<file path="config.mk">
export PLATFORM = sky130hd
export DESIGN_NAME = alu_muldiv_flat
export DESIGN_NICKNAME = d
export VERILOG_FILES = /design/src/rtl/alu_muldiv_if.sv /design/src/rtl/alu_muldiv.sv /design/src/flat_wrapper.sv
export SDC_FILE = /design/constraint.sdc
export NUM_CORES = 1
export LEC_CHECK = 0
export ABC_AREA = 0
export BUFFER_PORTS_ARGS = -buffer_cell sky130_fd_sc_hd__clkbuf_2
export CAP_MARGIN = 10
export CORE_MARGIN = 5
export CORE_UTILIZATION = 53
export CTS_CLUSTER_SIZE = 8
export DETAILED_ROUTE_END_ITERATION = 10
export PLACE_DENSITY = 0.84
export SYNTH_ARGS = -nofsm -noshare
export SYNTH_HDL_FRONTEND = slang
export SYNTH_SLANG_ARGS = --single-unit
</file>
<file path="constraint.sdc">
create_clock -name clk -period 2.7 [get_ports clk]
set_input_delay 0.405 -clock clk [delete_from_list [all_inputs] [get_ports clk]]
set_output_delay 0.405 -clock clk [all_outputs]
set_load 0.02 [all_outputs]
</file>
<file path="src/rtl/alu_muldiv_if.sv">
// -----------------------------------------------------------------------------
// alu_muldiv_if
// Bus between a requester (register-file side) and the multi-cycle
// multiply/divide unit.
//   start, op, a, b    : request side (requester -> unit)
//   busy, done         : status (unit -> requester)
//   result_hi/lo       : product upper/lower half, or remainder/quotient
//   div0, zero         : flags describing the last completed operation
// -----------------------------------------------------------------------------
interface alu_muldiv_if #(
    parameter int WIDTH = 8
);
    logic             start;
    logic             op;
    logic [WIDTH-1:0] a;
    logic [WIDTH-1:0] b;
    logic             busy;
    logic             done;
    logic [WIDTH-1:0] result_hi;
    logic [WIDTH-1:0] result_lo;
    logic             div0;
    logic             zero;

    modport master (
        output start, op, a, b,
        input  busy, done, result_hi, result_lo, div0, zero
    );

    modport slave (
        input  start, op, a, b,
        output busy, done, result_hi, result_lo, div0, zero
    );
endinterface

</file>
<file path="src/rtl/alu_muldiv.sv">
// -----------------------------------------------------------------------------
// alu_muldiv
// Iterative unsigned multiply / divide unit, one iteration per clock.
//   clk  : system clock, rising edge
//   rst  : synchronous active-high reset, aborts any running operation
//   bus  : alu_muldiv_if slave port
//          op = 0 : {result_hi, result_lo} = a * b (shift-add, LSB-first on b)
//          op = 1 : result_lo = a / b, result_hi = a % b (restoring division)
//          a divide by zero finishes after one cycle with div0 = 1,
//          result_lo = all ones and result_hi = a.
// Results and flags are registered and only change when the FIN state is
// entered, so partial values never appear on the bus.
// -----------------------------------------------------------------------------
module alu_muldiv #(
    parameter int WIDTH = 8
) (
    input  logic        clk,
    input  logic        rst,
    alu_muldiv_if.slave bus
);

    localparam int CW = (WIDTH > 1) ? $clog2(WIDTH) : 1;

    typedef enum logic [1:0] {
        S_IDLE = 2'd0,
        S_CALC = 2'd1,
        S_FIN  = 2'd2
    } state_t;

    state_t           state_r;
    state_t           next_state_s;

    logic [CW-1:0]    cnt_r;
    logic             op_r;
    logic             div0_pend_r;
    // Working registers shared by both operations:
    //   multiply : {acc_hi_r, acc_lo_r} is the product/multiplier pair,
    //              opnd_r is the multiplicand (a)
    //   divide   : acc_hi_r is the partial remainder, acc_lo_r shifts the
    //              dividend out and the quotient in, opnd_r is the divisor (b)
    logic [WIDTH-1:0] acc_hi_r;
    logic [WIDTH-1:0] acc_lo_r;
    logic [WIDTH-1:0] opnd_r;

    logic             busy_r;
    logic             done_r;
    logic [WIDTH-1:0] result_hi_r;
    logic [WIDTH-1:0] result_lo_r;
    logic             div0_r;
    logic             zero_r;

    logic             last_iter_s;
    logic             req_div0_s;
    logic [WIDTH:0]   sum_s;
    logic [WIDTH:0]   shift_rem_s;
    logic [WIDTH-1:0] nxt_hi_s;
    logic [WIDTH-1:0] nxt_lo_s;
    logic             nxt_zero_s;

    assign req_div0_s  = bus.op && (bus.b == {WIDTH{1'b0}});
    assign last_iter_s = div0_pend_r || (cnt_r == CW'(WIDTH - 1));

    // One multiply or divide iteration computed from the working registers.
    always_comb begin
        sum_s       = {1'b0, acc_hi_r} + (acc_lo_r[0] ? {1'b0, opnd_r} : {(WIDTH+1){1'b0}});
        shift_rem_s = {acc_hi_r, acc_lo_r[WIDTH-1]};
        nxt_hi_s    = {WIDTH{1'b0}};
        nxt_lo_s    = {WIDTH{1'b0}};
        if (op_r) begin
            // Restoring step: the difference always fits WIDTH bits when
            // the subtraction succeeds, since the remainder stays below b.
            if (shift_rem_s >= {1'b0, opnd_r}) begin
                nxt_hi_s = shift_rem_s[WIDTH-1:0] - opnd_r;
                nxt_lo_s = {acc_lo_r[WIDTH-2:0], 1'b1};
            end else begin
                nxt_hi_s = shift_rem_s[WIDTH-1:0];
                nxt_lo_s = {acc_lo_r[WIDTH-2:0], 1'b0};
            end
        end else begin
            // Add-then-shift-right keeps the carry of the add in the product.
            nxt_hi_s = sum_s[WIDTH:1];
            nxt_lo_s = {sum_s[0], acc_lo_r[WIDTH-1:1]};
        end
        if (op_r) begin
            nxt_zero_s = (nxt_lo_s == {WIDTH{1'b0}});
        end else begin
            nxt_zero_s = (nxt_hi_s == {WIDTH{1'b0}}) && (nxt_lo_s == {WIDTH{1'b0}});
        end
    end

    // Next-state logic of the IDLE/CALC/FIN controller.
    always_comb begin
        next_state_s = state_r;
        case (state_r)
            S_IDLE: begin
                if (bus.start) begin
                    next_state_s = S_CALC;
                end else begin
                    next_state_s = S_IDLE;
                end
            end
            S_CALC: begin
                if (last_iter_s) begin
                    next_state_s = S_FIN;
                end else begin
                    next_state_s = S_CALC;
                end
            end
            S_FIN: begin
                next_state_s = S_IDLE;
            end
            default: begin
                next_state_s = S_IDLE;
            end
        endcase
    end

    // State register, status outputs and the iteration datapath.
    always_ff @(posedge clk) begin
        if (rst) begin
            state_r     <= S_IDLE;
            busy_r      <= 1'b0;
            done_r      <= 1'b0;
            cnt_r       <= {CW{1'b0}};
            op_r        <= 1'b0;
            div0_pend_r <= 1'b0;
            acc_hi_r    <= {WIDTH{1'b0}};
            acc_lo_r    <= {WIDTH{1'b0}};
            opnd_r      <= {WIDTH{1'b0}};
            result_hi_r <= {WIDTH{1'b0}};
            result_lo_r <= {WIDTH{1'b0}};
            div0_r      <= 1'b0;
            zero_r      <= 1'b0;
        end else begin
            state_r <= next_state_s;
            busy_r  <= (next_state_s == S_CALC);
            done_r  <= (next_state_s == S_FIN);
            case (state_r)
                S_IDLE: begin
                    if (bus.start) begin
                        op_r        <= bus.op;
                        div0_pend_r <= req_div0_s;
                        cnt_r       <= {CW{1'b0}};
                        acc_hi_r    <= {WIDTH{1'b0}};
                        acc_lo_r    <= bus.op ? bus.a : bus.b;
                        opnd_r      <= bus.op ? bus.b : bus.a;
                    end
                end
                S_CALC: begin
                    if (div0_pend_r) begin
                        // acc_lo_r still holds the untouched dividend.
                        result_hi_r <= acc_lo_r;
                        result_lo_r <= {WIDTH{1'b1}};
                        div0_r      <= 1'b1;
                        zero_r      <= 1'b0;
                    end else begin
                        acc_hi_r <= nxt_hi_s;
                        acc_lo_r <= nxt_lo_s;
                        cnt_r    <= cnt_r + {{(CW-1){1'b0}}, 1'b1};
                        if (last_iter_s) begin
                            result_hi_r <= nxt_hi_s;
                            result_lo_r <= nxt_lo_s;
                            div0_r      <= 1'b0;
                            zero_r      <= nxt_zero_s;
                        end
                    end
                end
                default: begin
                    div0_pend_r <= 1'b0;
                end
            endcase
        end
    end

    assign bus.busy      = busy_r;
    assign bus.done      = done_r;
    assign bus.result_hi = result_hi_r;
    assign bus.result_lo = result_lo_r;
    assign bus.div0      = div0_r;
    assign bus.zero      = zero_r;

endmodule

</file>
<file path="src/flat_wrapper.sv">
// flat-port wrapper written by rule: the top's interface ports become plain ports
module alu_muldiv_flat 
#(
    parameter int WIDTH = 8
)
  (clk, rst, bus_start, bus_op, bus_a, bus_b, bus_busy, bus_done, bus_result_hi, bus_result_lo, bus_div0, bus_zero);
  alu_muldiv_if #(.WIDTH(WIDTH)) bus_i ();
  input  logic clk;
  input  logic rst;
  input wire logic [$bits(bus_i.start)-1:0] bus_start;
  input wire logic [$bits(bus_i.op)-1:0] bus_op;
  input wire logic [$bits(bus_i.a)-1:0] bus_a;
  input wire logic [$bits(bus_i.b)-1:0] bus_b;
  output wire logic [$bits(bus_i.busy)-1:0] bus_busy;
  output wire logic [$bits(bus_i.done)-1:0] bus_done;
  output wire logic [$bits(bus_i.result_hi)-1:0] bus_result_hi;
  output wire logic [$bits(bus_i.result_lo)-1:0] bus_result_lo;
  output wire logic [$bits(bus_i.div0)-1:0] bus_div0;
  output wire logic [$bits(bus_i.zero)-1:0] bus_zero;
  assign bus_i.start = bus_start;
  assign bus_i.op = bus_op;
  assign bus_i.a = bus_a;
  assign bus_i.b = bus_b;
  assign bus_busy = bus_i.busy;
  assign bus_done = bus_i.done;
  assign bus_result_hi = bus_i.result_hi;
  assign bus_result_lo = bus_i.result_lo;
  assign bus_div0 = bus_i.div0;
  assign bus_zero = bus_i.zero;
  alu_muldiv #(.WIDTH(WIDTH)) u_core (.clk(clk), .rst(rst), .bus(bus_i));
endmodule
</file>
Word-level counts from Yosys, hierarchy flattened

Index checks and enable logic that the tools add are counted.

Memories kept: 0
Bits in latches: 0
Memory bits (writable): 0
Bits of input ports: 20
Memory bits (read-only): 0
Output and inout port bits: 20
Flip-flop bits (word level): 51

Order comparisons: 1
Bitwise gates (word level): 1
Shift-type cells: 0
Reduce and logical (&&, ||, !) cells: 13
Muxes and demuxes: 30
Divide/modulo/power cells: 0
$add $sub $neg: 3
Multiply operators: 0
Equal/unequal tests: 6

Operators by type and width:

| kind                                          | count |
|---|---|
| 2-to-1 mux 8 bit                              | 14 |
| one-hot mux 8 bit (2 select lines)            | 2 |
| logical NOT 8 bit                             | 3 |
| adder 8 x 9 -> 9 bit                          | 1 |
| >= comparator 9 x 8 -> 1 bit                  | 1 |
| 2-to-1 mux 1 bit                              | 8 |
| subtractor 8 bit                              | 1 |
| 2-to-1 mux 3 bit                              | 2 |
| one-hot mux 3 bit (2 select lines)            | 1 |
| AND reduction 2 bit                           | 3 |
| == test 2 x 1 -> 1 bit, second input constant | 2 |
| inequality test 2 bit, second input constant  | 2 |
| one-hot mux 2 bit (2 select lines)            | 1 |
| nonzero test 2 bit                            | 2 |
| adder 3 x 1 -> 3 bit, second input constant   | 1 |
| == test 3 bit, second input constant          | 1 |
| AND reduction 3 bit                           | 1 |
| == test 2 bit, second input constant          | 1 |
| logical AND 1 bit                             | 2 |
| logical NOT 2 bit                             | 1 |
| 2-to-1 mux 2 bit                              | 1 |
| one-hot mux 1 bit (2 select lines)            | 1 |
| logical OR 1 bit                              | 1 |
| NOT 1 bit                                     | 1 |

Depth between registers and ports, before layout

Gate-level depths: netlist of the first run.

Word-level depth: 8
Depth in mapped cells: 13
Gate-level depth less buffers: 12

Least setup slack after synthesis of the first run

OpenSTA, ideal clock, no wires.

Kind: reg2reg
From: register u_core.opnd_r[4]
To: register u_core.zero_r, in the netlist u_core.bus.zero
Stages on the path, launching flop included: 12
Slack: 0.018 ns
Data required time: 2.616 ns
Buffers on the path: 1
Clock period less this slack: 2.682 ns
Arrival: 2.598 ns
Cell sequence: dfxtp_1 -> inv_1 -> ha_1 -> and2_4 -> a311o_1 -> o221ai_4 -> and2_1 -> buf_6 -> a311oi_4 -> or4_1 -> nand4bb_1 -> o31ai_2

Longest elaborated chain between the ends: 8
Elaborated cells on any way between the ends: 14
Those cells by class: add/sub (2); order compare (1); mux (8); reduce/logical (3)

Ends and longest elaborated chain:

| what                                               | RTL line                           | RTL |
|---|---|---|
| start, declared                                    | alu_muldiv.sv:43                   | `logic [WIDTH-1:0] opnd_r;` |
| start signal, assigned                             | alu_muldiv.sv:129                  | `opnd_r <= {WIDTH{1'b0}};` |
| start signal, assigned                             | alu_muldiv.sv:146                  | `opnd_r <= bus.op ? bus.b : bus.a;` |
| 2-to-1 mux 8 bit, or another cell as far along     | alu_muldiv.sv:65                   | `sum_s = {1'b0, acc_hi_r} + (acc_lo_r[0] ? {1'b0, opnd_r} : {(WIDTH+1){1'b0}});` |
| adder 8 x 9 -> 9 bit, or another cell as far along | alu_muldiv.sv:65                   |  |
| 2-to-1 mux 8 bit                                   | alu_muldiv.sv:69                   | `if (op_r) begin` |
| logical NOT 8 bit (on tied branches)               | alu_muldiv.sv:87, alu_muldiv.sv:85 |  |
| logical AND 1 bit                                  | alu_muldiv.sv:87                   | `nxt_zero_s = (nxt_hi_s == {WIDTH{1'b0}}) && (nxt_lo_s == {WIDTH{1'b0}});` |
| 2-to-1 mux 1 bit *                                 | alu_muldiv.sv:84                   | `if (op_r) begin` |
| 2-to-1 mux 1 bit *                                 | alu_muldiv.sv:160                  | `if (last_iter_s) begin` |
| 2-to-1 mux 1 bit *                                 | alu_muldiv.sv:150                  | `if (div0_pend_r) begin` |
| end signal, assigned                               | alu_muldiv.sv:164                  | `zero_r <= nxt_zero_s;` |
| end, declared                                      | alu_muldiv.sv:50                   | `logic zero_r;` |

Mark *: on every way between the ends. The rest lies on a longest branch, timed or not. The select of a mux whose other input is x is not followed.
A chain may end at the register's enable or synchronous reset.

Worst setup path after layout of the first run

Ends and elaborated chain as after synthesis.

==> summary.md, run 1 <==
| Metric | Value |
|---|---|
| Tot GR Track Use | 24.4% |
| CP Capture Type | flip-flop |
| Starting density of the core | 54.1% |
| Max VDD drop | 349 uV |
| Final period util | 97.5% |
| Crit path DAT | 2.87 ns |
| Seq/Total Area, Yosys | 32.1% |
| Port-buffer cells | 39 |
| Pre-CTS setup slack | -0.0116 ns |
| Crit Path Class | reg2reg |
| CTS sink count | 51 |
| Routed vias/inst | 6.01 |
| DRT Wirelength | 8960 um |
| Pleak | 1.62 nW |
| Max-cap violations | 0 |
| Io pins | 40 |
| DIE HEIGHT | 87.5 um |
| Hold Vio Cnt, Final | 0 |
| Nature of the critical path startpoint | flip-flop |
| CTS tree | yes |
| Synth Cell Area | 3190 um^2 |
| Placer congestion estimate | 0.994 |
| Top cells by area, synth | dfxtp_1, nor2_1, ha_1, mux2i_1, a211oi_1 |
| Final setup violation count | 0 |
| Detail Placement HPWL | 6690 um |
| Share of cells above drive strength 1 | 23.4% |
| Synth warn | 0 |
| CTS HTree Levels | 2 |
| Area growth, synth to finish | 17.7% |
| Drt drc | 0 |
| Antenna cells | 0 |
| Syn_nets | 434 |
| Initial detailed-routing violation count | 425 |
| Unique masters post-synth | 54 |
| Synthesized instance count | 394 |
| GRT Residual Overflow | 0 |
| Pwr/cell area | 481 nW/um^2 |
| Minimum clock period | 2.63 ns |
| Transition time of the tightest slew-check pin | 0.538 ns |
| Largest net degree at the start of global routing | 51 |
| CORE AREA | 5890 um^2 |
| Syn_area_per_cell | 8.09 um^2 |
| Area of placed instances | 3580 um^2 |
| Hold Crit Class | in2reg |
| Ys async rst share | 0% |
| Vias in the first global route | 3017 |
| Share of the synthesized area in the top cell type | 32.1% |
| Post-Layout Inst Area | 3750 um^2 |
| Worst-path fanout max | 5 |
| Pins over their slew limit | 0 |
| Dominant synthesized flop cell | dfxtp_1 |
| Required time worst endpoint | 2.94 ns |
| Die area | 7660 um^2 |
| Setup ws final | 0.0682 ns |
| Clk pin slew, worst setup/hold paths | 0.10 ns |
| Root Driver | clkbuf_8 |
| Total CTS buffers | 5 |
| First-pass GRT wire length | 14600 um |
| Slew Limit Headroom | 64.2% |
| Cts hold-fix bufs | 0 |
| Routed WL per cell | 17.1 um |
| Dominant cell type by area after synthesis | dfxtp_1 |
| Row cnt | 28 |
| Status | completed |
| Initial DRT Pass Iterations | 5 |
| Highest Clock Rate | 380 MHz |
| Initial antenna violation count | 0 |
| DRT antenna net count | 0 |
| Post-synth EDFFs | 0 |
| Via Count | 3145 |
| Clk_lat worst skew | 0.32 ns |
| Synth Register Bits | 51 |
| Die Span X | 87.5 um |
| Worst Skew | 0.0118 ns |
| Final net count | 487 |
| Clk buf depth | 2 |
| RSZ-0062 raised after global routing | yes |
-- synthesized netlist by cell type (2+ instances only) --
master / instances
a211oi_1: 22
a21o_1: 3
a21oi_1: 33
a22oi_1: 7
a31oi_1: 3
and2_1: 9
buf_1: 4
clkbuf_1: 19
dfxtp_1: 51
fa_1: 2
ha_1: 18
inv_1: 15
mux2_2: 6
mux2i_1: 19
nand2_1: 26
nand2b_1: 5
nand3_1: 6
nand3b_1: 3
nand4_1: 3
nor2_1: 63
nor2b_1: 4
nor3_1: 17
o211ai_1: 4
o21ai_0: 10
o31ai_1: 3
or2_2: 2
or3_1: 2
xnor2_1: 4
xor2_1: 6
-- cells in the final DEF (no fill, tap or decap), types with 2 or more instances in the layout --
cell,Yosys,layout
nand2_1,26,26
or2_2,2,2
a21oi_2,0,2
and2_4,1,2
clkbuf_2,0,39
a31oi_1,3,3
o31ai_1,3,3
buf_4,0,32
xor2_1,6,6
a22oi_1,7,6
nand4_1,3,3
nand3b_1,3,3
xnor2_1,4,4
fa_1,2,2
nor3_1,17,17
dfxtp_2,0,4
nand3_1,6,6
dfxtp_1,51,47
nor2_1,63,63
o211ai_1,4,4
a211oi_1,22,22
mux2_2,6,6
ha_2,0,2
o21ai_0,10,9
or3_1,2,2
mux2i_1,19,19
nand2b_1,5,5
nor2b_1,4,4
inv_1,15,15
ha_1,18,15
a21o_1,3,3
and2_1,9,8
a21oi_1,33,31
clkbuf_8,0,6
-- layout make-up --
type,count,area (um^2)
Sequential cell,51,1030
Multi-Input combinational cell,303,2040
Clock inverter,2,13.8
Fill cell,504,2140
Timing Repair Buffer,71,435
Tap cell,75,93.8
Clock buffer,6,82.6
Inverter,15,56.3
-- flip-flops by register name, summed over array words and instances, names as in the netlist --
register and cells:
u_core.div0_pend_r 1, u_core.acc_lo_r 8, u_core.state_r 2, u_core.bus.zero 1, u_core.bus.div0 1, u_core.acc_hi_r 8
u_core.bus.done 1, u_core.bus.result_hi 8, u_core.bus.busy 1, u_core.bus.result_lo 8, u_core.op_r 1, u_core.opnd_r 8
u_core.cnt_r 3
-- metal layers --
layer  GRT usage (%)  wire [um]
met5               0          0
met4            13.1        369
met3            3.41        628
met2            38.2       4230
met1            32.4       3730
-- logic make-up after synthesis --
logic type | after synthesis | synth area share [%]
flip-flops | 51 | 32.1
buffers and inverters | 40 | 4.99
multiplexers | 25 | 8.09
AND/OR/NAND/NOR | 147 | 21.6
AO/OA/AOI/OAI | 101 | 22.2
adder cells (fa/ha/maj) | 20 | 8.33
XOR/XNOR | 10 | 2.75
-- power by group --
| part | switching, W | internal [W] | total [W] | leakage (nW) |
|---|---|---|---|---|
| clock | 0.000269 | 0.000210 | 0.000480 | 0.0516 |
| sequential | 0.0000348 | 0.000785 | 0.000819 | 0.417 |
| combinational | 0.000287 | 0.000220 | 0.000506 | 1.15 |
| total | 0.000591 | 0.00121 | 0.00181 | 1.62 |
-- metrics by stage --
stage	hold WS, ns	cells	total power (W)	TNS (ns)	utilization, %
finish	0.316	523	0.00181	0	63.7
global route	0.313	523	0.00189	-0.0625	63.7
CTS	0.312	519	0.00177	0	62.5
detailed placement	0.448	511	0.00130	-0.0116	60.9
global placement	0.441	511	0.00128	0	60.9
floorplan	0.436	394	0.00115	0	-
-- worst paths after layout --
kind / start / end / slack (ns) / depth (start not counted)
worst max-delay path: u_core.opnd_r[4]$_SDFFE_PP0P_ / u_core.bus.zero$_SDFFE_PP0P_ / 0.07 / 10
worst min register to register: u_core.bus.result_hi[4]$_SDFFE_PP0P_ / u_core.bus.result_hi[4]$_SDFFE_PP0P_ / 0.46 / 2
worst min-delay path: rst / u_core.state_r[1]$_SDFF_PP0_ / 0.32 / 2
worst max register to register: u_core.opnd_r[4]$_SDFFE_PP0P_ / u_core.bus.zero$_SDFFE_PP0P_ / 0.07 / 10
-- worst max-delay path, cell delays in order, from the launching register on --
cell and delay (ns):
dfxtp_2 0.34, inv_1 0.06, ha_4 0.24, and2_4 0.16, a311o_1 0.36, o221ai_4 0.18, and2_4 0.21, a311oi_4 0.10
or4_1 0.52, nand4bb_1 0.21, o31ai_2 0.18
-- repair_timing --
item                                    CTS  global route
endpoints found under the setup margin    1             8
hold endpoints to repair                  0             0
buffers inserted                          0             4
pin swaps                                 0             5
resized for setup                         1            13
Note: power is estimated with default switching activity, not from simulation.
==> run 2, diff against run 1 <==
--- a/config.mk
+++ b/config.mk
@@ -8,10 +8,11 @@
 export ABC_AREA = 0
 export BUFFER_PORTS_ARGS = -buffer_cell sky130_fd_sc_hd__clkbuf_2
 export CAP_MARGIN = 10
-export CORE_MARGIN = 5
+export CORE_MARGIN = 3
 export CORE_UTILIZATION = 53
 export CTS_CLUSTER_SIZE = 8
 export DETAILED_ROUTE_END_ITERATION = 10
+export GPL_ROUTABILITY_DRIVEN = 0
 export PLACE_DENSITY = 0.84
 export SYNTH_ARGS = -nofsm -noshare
 export SYNTH_HDL_FRONTEND = slang
==> constraint.sdc (replaced) <==
create_clock -name clk -period 2.7 [get_ports clk]
set_input_delay 0.405 -clock clk [delete_from_list [all_inputs] [get_ports clk]]
set_output_delay 0.405 -clock clk [all_outputs]
set_load 0.01 [all_outputs]
==> run 2 against run 1 <==
Die area shrank 8.9%. Critical path depth is the same. Worst hold slack got worse by 0.0095 ns. Total power down 1.6%. Critical path type unchanged. Largest cell class unchanged. Via count fell by 2.3%.
==> summary.md, run 2 (synthesis gave the netlist of run 1 again) <==
| Metric | Value |
|---|---|
| Initial detailed-routing violation count | 294 |
| Pwr/cell area | 485 nW/um^2 |
| Met2 Use GR | 39.9% |
| Worst-path fanout max | 3 |
| Setup bufs post-CTS | 0 |
| DRT antenna net count | 0 |
| Largest net degree at the start of global routing | 51 |
| Max VDD drop | 290 uV |
| Port-buffer cells | 39 |
| Initial DRT Pass Iterations | 5 |
| Final period util | 96.2% |
| Tot Pwr | 0.00178 W |
| Highest Clock Rate | 385 MHz |
| Pleak | 1.58 nW |
| Final net count | 479 |
| Initial antenna violation count | 0 |
| Hold Crit Class | in2reg |
| Starting density of the core | 56.1% |
| Status | completed |
| Antenna cells | 0 |
| Transition time of the tightest slew-check pin | 0.831 ns |
| Clk_lat worst skew | 0.31 ns |
| Required time worst endpoint | 2.94 ns |
| Die Span X | 83.5 um |
| M3 GR Usage | 3.95% |
| Hold Vio Cnt, Final | 0 |
| CTS tree | yes |
| Crit Path Class | reg2reg |
| Clk buf depth | 2 |
| Minimum clock period | 2.60 ns |
| CTS HTree Levels | 2 |
| Total negative setup slack | 0 ns |
| Routed WL per cell | 16.4 um |
| Tot GR Track Use | 24.3% |
| RSZ-0062 raised after global routing | yes |
| Drt drc | 0 |
| Clk pin slew, worst setup/hold paths | 0.10 ns |
| Detail Placement HPWL | 6400 um |
| Row cnt | 27 |
| Hold depth | 2 |
| Most frequent cells in the layout | nor2_1, dfxtp_1, clkbuf_2, a21oi_1, nand2_1 |
| Worst hold path startpoint | rst |
| R2R cell count | 10 |
| R2r setup slk | 0.10 ns |
| Max-cap violations | 0 |
| Slew Limit Headroom | 44.4% |
| DRT Wirelength | 8410 um |
| First-pass GRT wire length | 14000 um |
| Vias in the first global route | 2865 |
| Commonest non-fill, non-tap cell in the layout | nor2_1 |
| Nature of the critical path startpoint | flip-flop |
| Final setup violation count | 0 |
| Reg-to-reg startpoint | u_core.opnd_r[4]$_SDFFE_PP0P_ |
| Area growth, synth to finish | 15.0% |
| Most Used Layer, Global Route | met2 |
| Io pins | 40 |
| GRT Residual Overflow | 0 |
| Worst Skew | 0.0106 ns |
| CORE AREA | 5680 um^2 |
| Routed vias/inst | 6.00 |
| Die area | 6980 um^2 |
| Share of cells above drive strength 1 | 20.9% |
| Worst R2R End | u_core.bus.zero$_SDFFE_PP0P_ |
| Met1 usage | 33.3% |
| CP Capture Type | flip-flop |
| Via Count | 3073 |
| CTS sink count | 51 |
| Root Driver | clkbuf_8 |
| Pins over their slew limit | 0 |
| Total CTS buffers | 5 |
| Min-Delay Endpoint | u_core.state_r[1]$_SDFF_PP0_ |
| Crit path DAT | 2.84 ns |
| DIE HEIGHT | 83.5 um |
-- run 2: cell count changes in the layout (fill, tap and decap cells not counted), moves of 2 or more --
cell     before  now
ha_1         15   17
dfxtp_2       4    2
dfxtp_1      47   49
buf_4        32   24
-- run 2: per-stage QoR --
stage               worst slack [ns]  hold slack [ns]  instance area [um^2]  cells  utilization (%)
floorplan                     0.0177            0.436                  3190    394                -
global placement               0.109            0.443                  3550    504             62.5
detailed placement            0.0331            0.447                  3550    504             62.5
CTS                          0.00157            0.299                  3640    512             64.2
global route                 -0.0134            0.300                  3660    512             64.6
finish                         0.102            0.306                  3660    512             64.6
-- run 2: critical path, cell delays in order (launching register included) --
cell and delay [ns]:
dfxtp_1 0.34, inv_1 0.05, ha_1 0.30, and2_4 0.17
a311o_1 0.30, o221ai_4 0.17, and2_4 0.20, a311oi_4 0.11
or4_1 0.52, nand4bb_1 0.21, o31ai_2 0.17
-- run 2: area by class of cell --
class	count	area, um^2
Clock buffer	6	82.6
Clock inverter	2	13.8
Fill cell	479	2010
Inverter	15	56.3
Multi-Input combinational cell	303	2020
Sequential cell	51	1020
Tap cell	72	90.1
Timing Repair Buffer	63	375
-- run 2: worst max-delay path by stage --
stage | depth (start not counted) | from | slack (ns) | endpoint
2_1_floorplan | 11 | u_core.opnd_r[4]$_SDFFE_PP0P_ | 0.02 | u_core.bus.zero$_SDFFE_PP0P_
3_3_place_gp | 9 | u_core.opnd_r[2]$_SDFFE_PP0P_ | 0.11 | u_core.bus.zero$_SDFFE_PP0P_
3_5_place_dp | 9 | u_core.opnd_r[2]$_SDFFE_PP0P_ | 0.03 | u_core.bus.zero$_SDFFE_PP0P_
4_1_cts | 9 | u_core.opnd_r[2]$_SDFFE_PP0P_ | 0.002 | u_core.bus.zero$_SDFFE_PP0P_
5_1_grt | 10 | u_core.opnd_r[4]$_SDFFE_PP0P_ | -0.01 | u_core.bus.zero$_SDFFE_PP0P_
6_report | 10 | u_core.opnd_r[4]$_SDFFE_PP0P_ | 0.10 | u_core.bus.zero$_SDFFE_PP0P_
-- run 2: power by group --
group | switching (W) | internal [W] | total (W)
Sequential | 0.0000344 | 0.000784 | 0.000818
Combinational | 0.000276 | 0.000201 | 0.000477
Clock | 0.000272 | 0.000210 | 0.000483
Total | 0.000582 | 0.00119 | 0.00178
-- run 2: what timing repair did --
item	4_1_cts	5_1_grt
endpoints found under the setup margin	1	7
hold buffers	0	0
pin swaps	0	1
gates resized for setup	1	9
-- run 2: routing by layer --
layer	vias to the layer above	share of wire, %
li1	1497	-
met1	1426	44
met2	136	47
met3	14	7.1
met4	0	1.5
met5	-	0
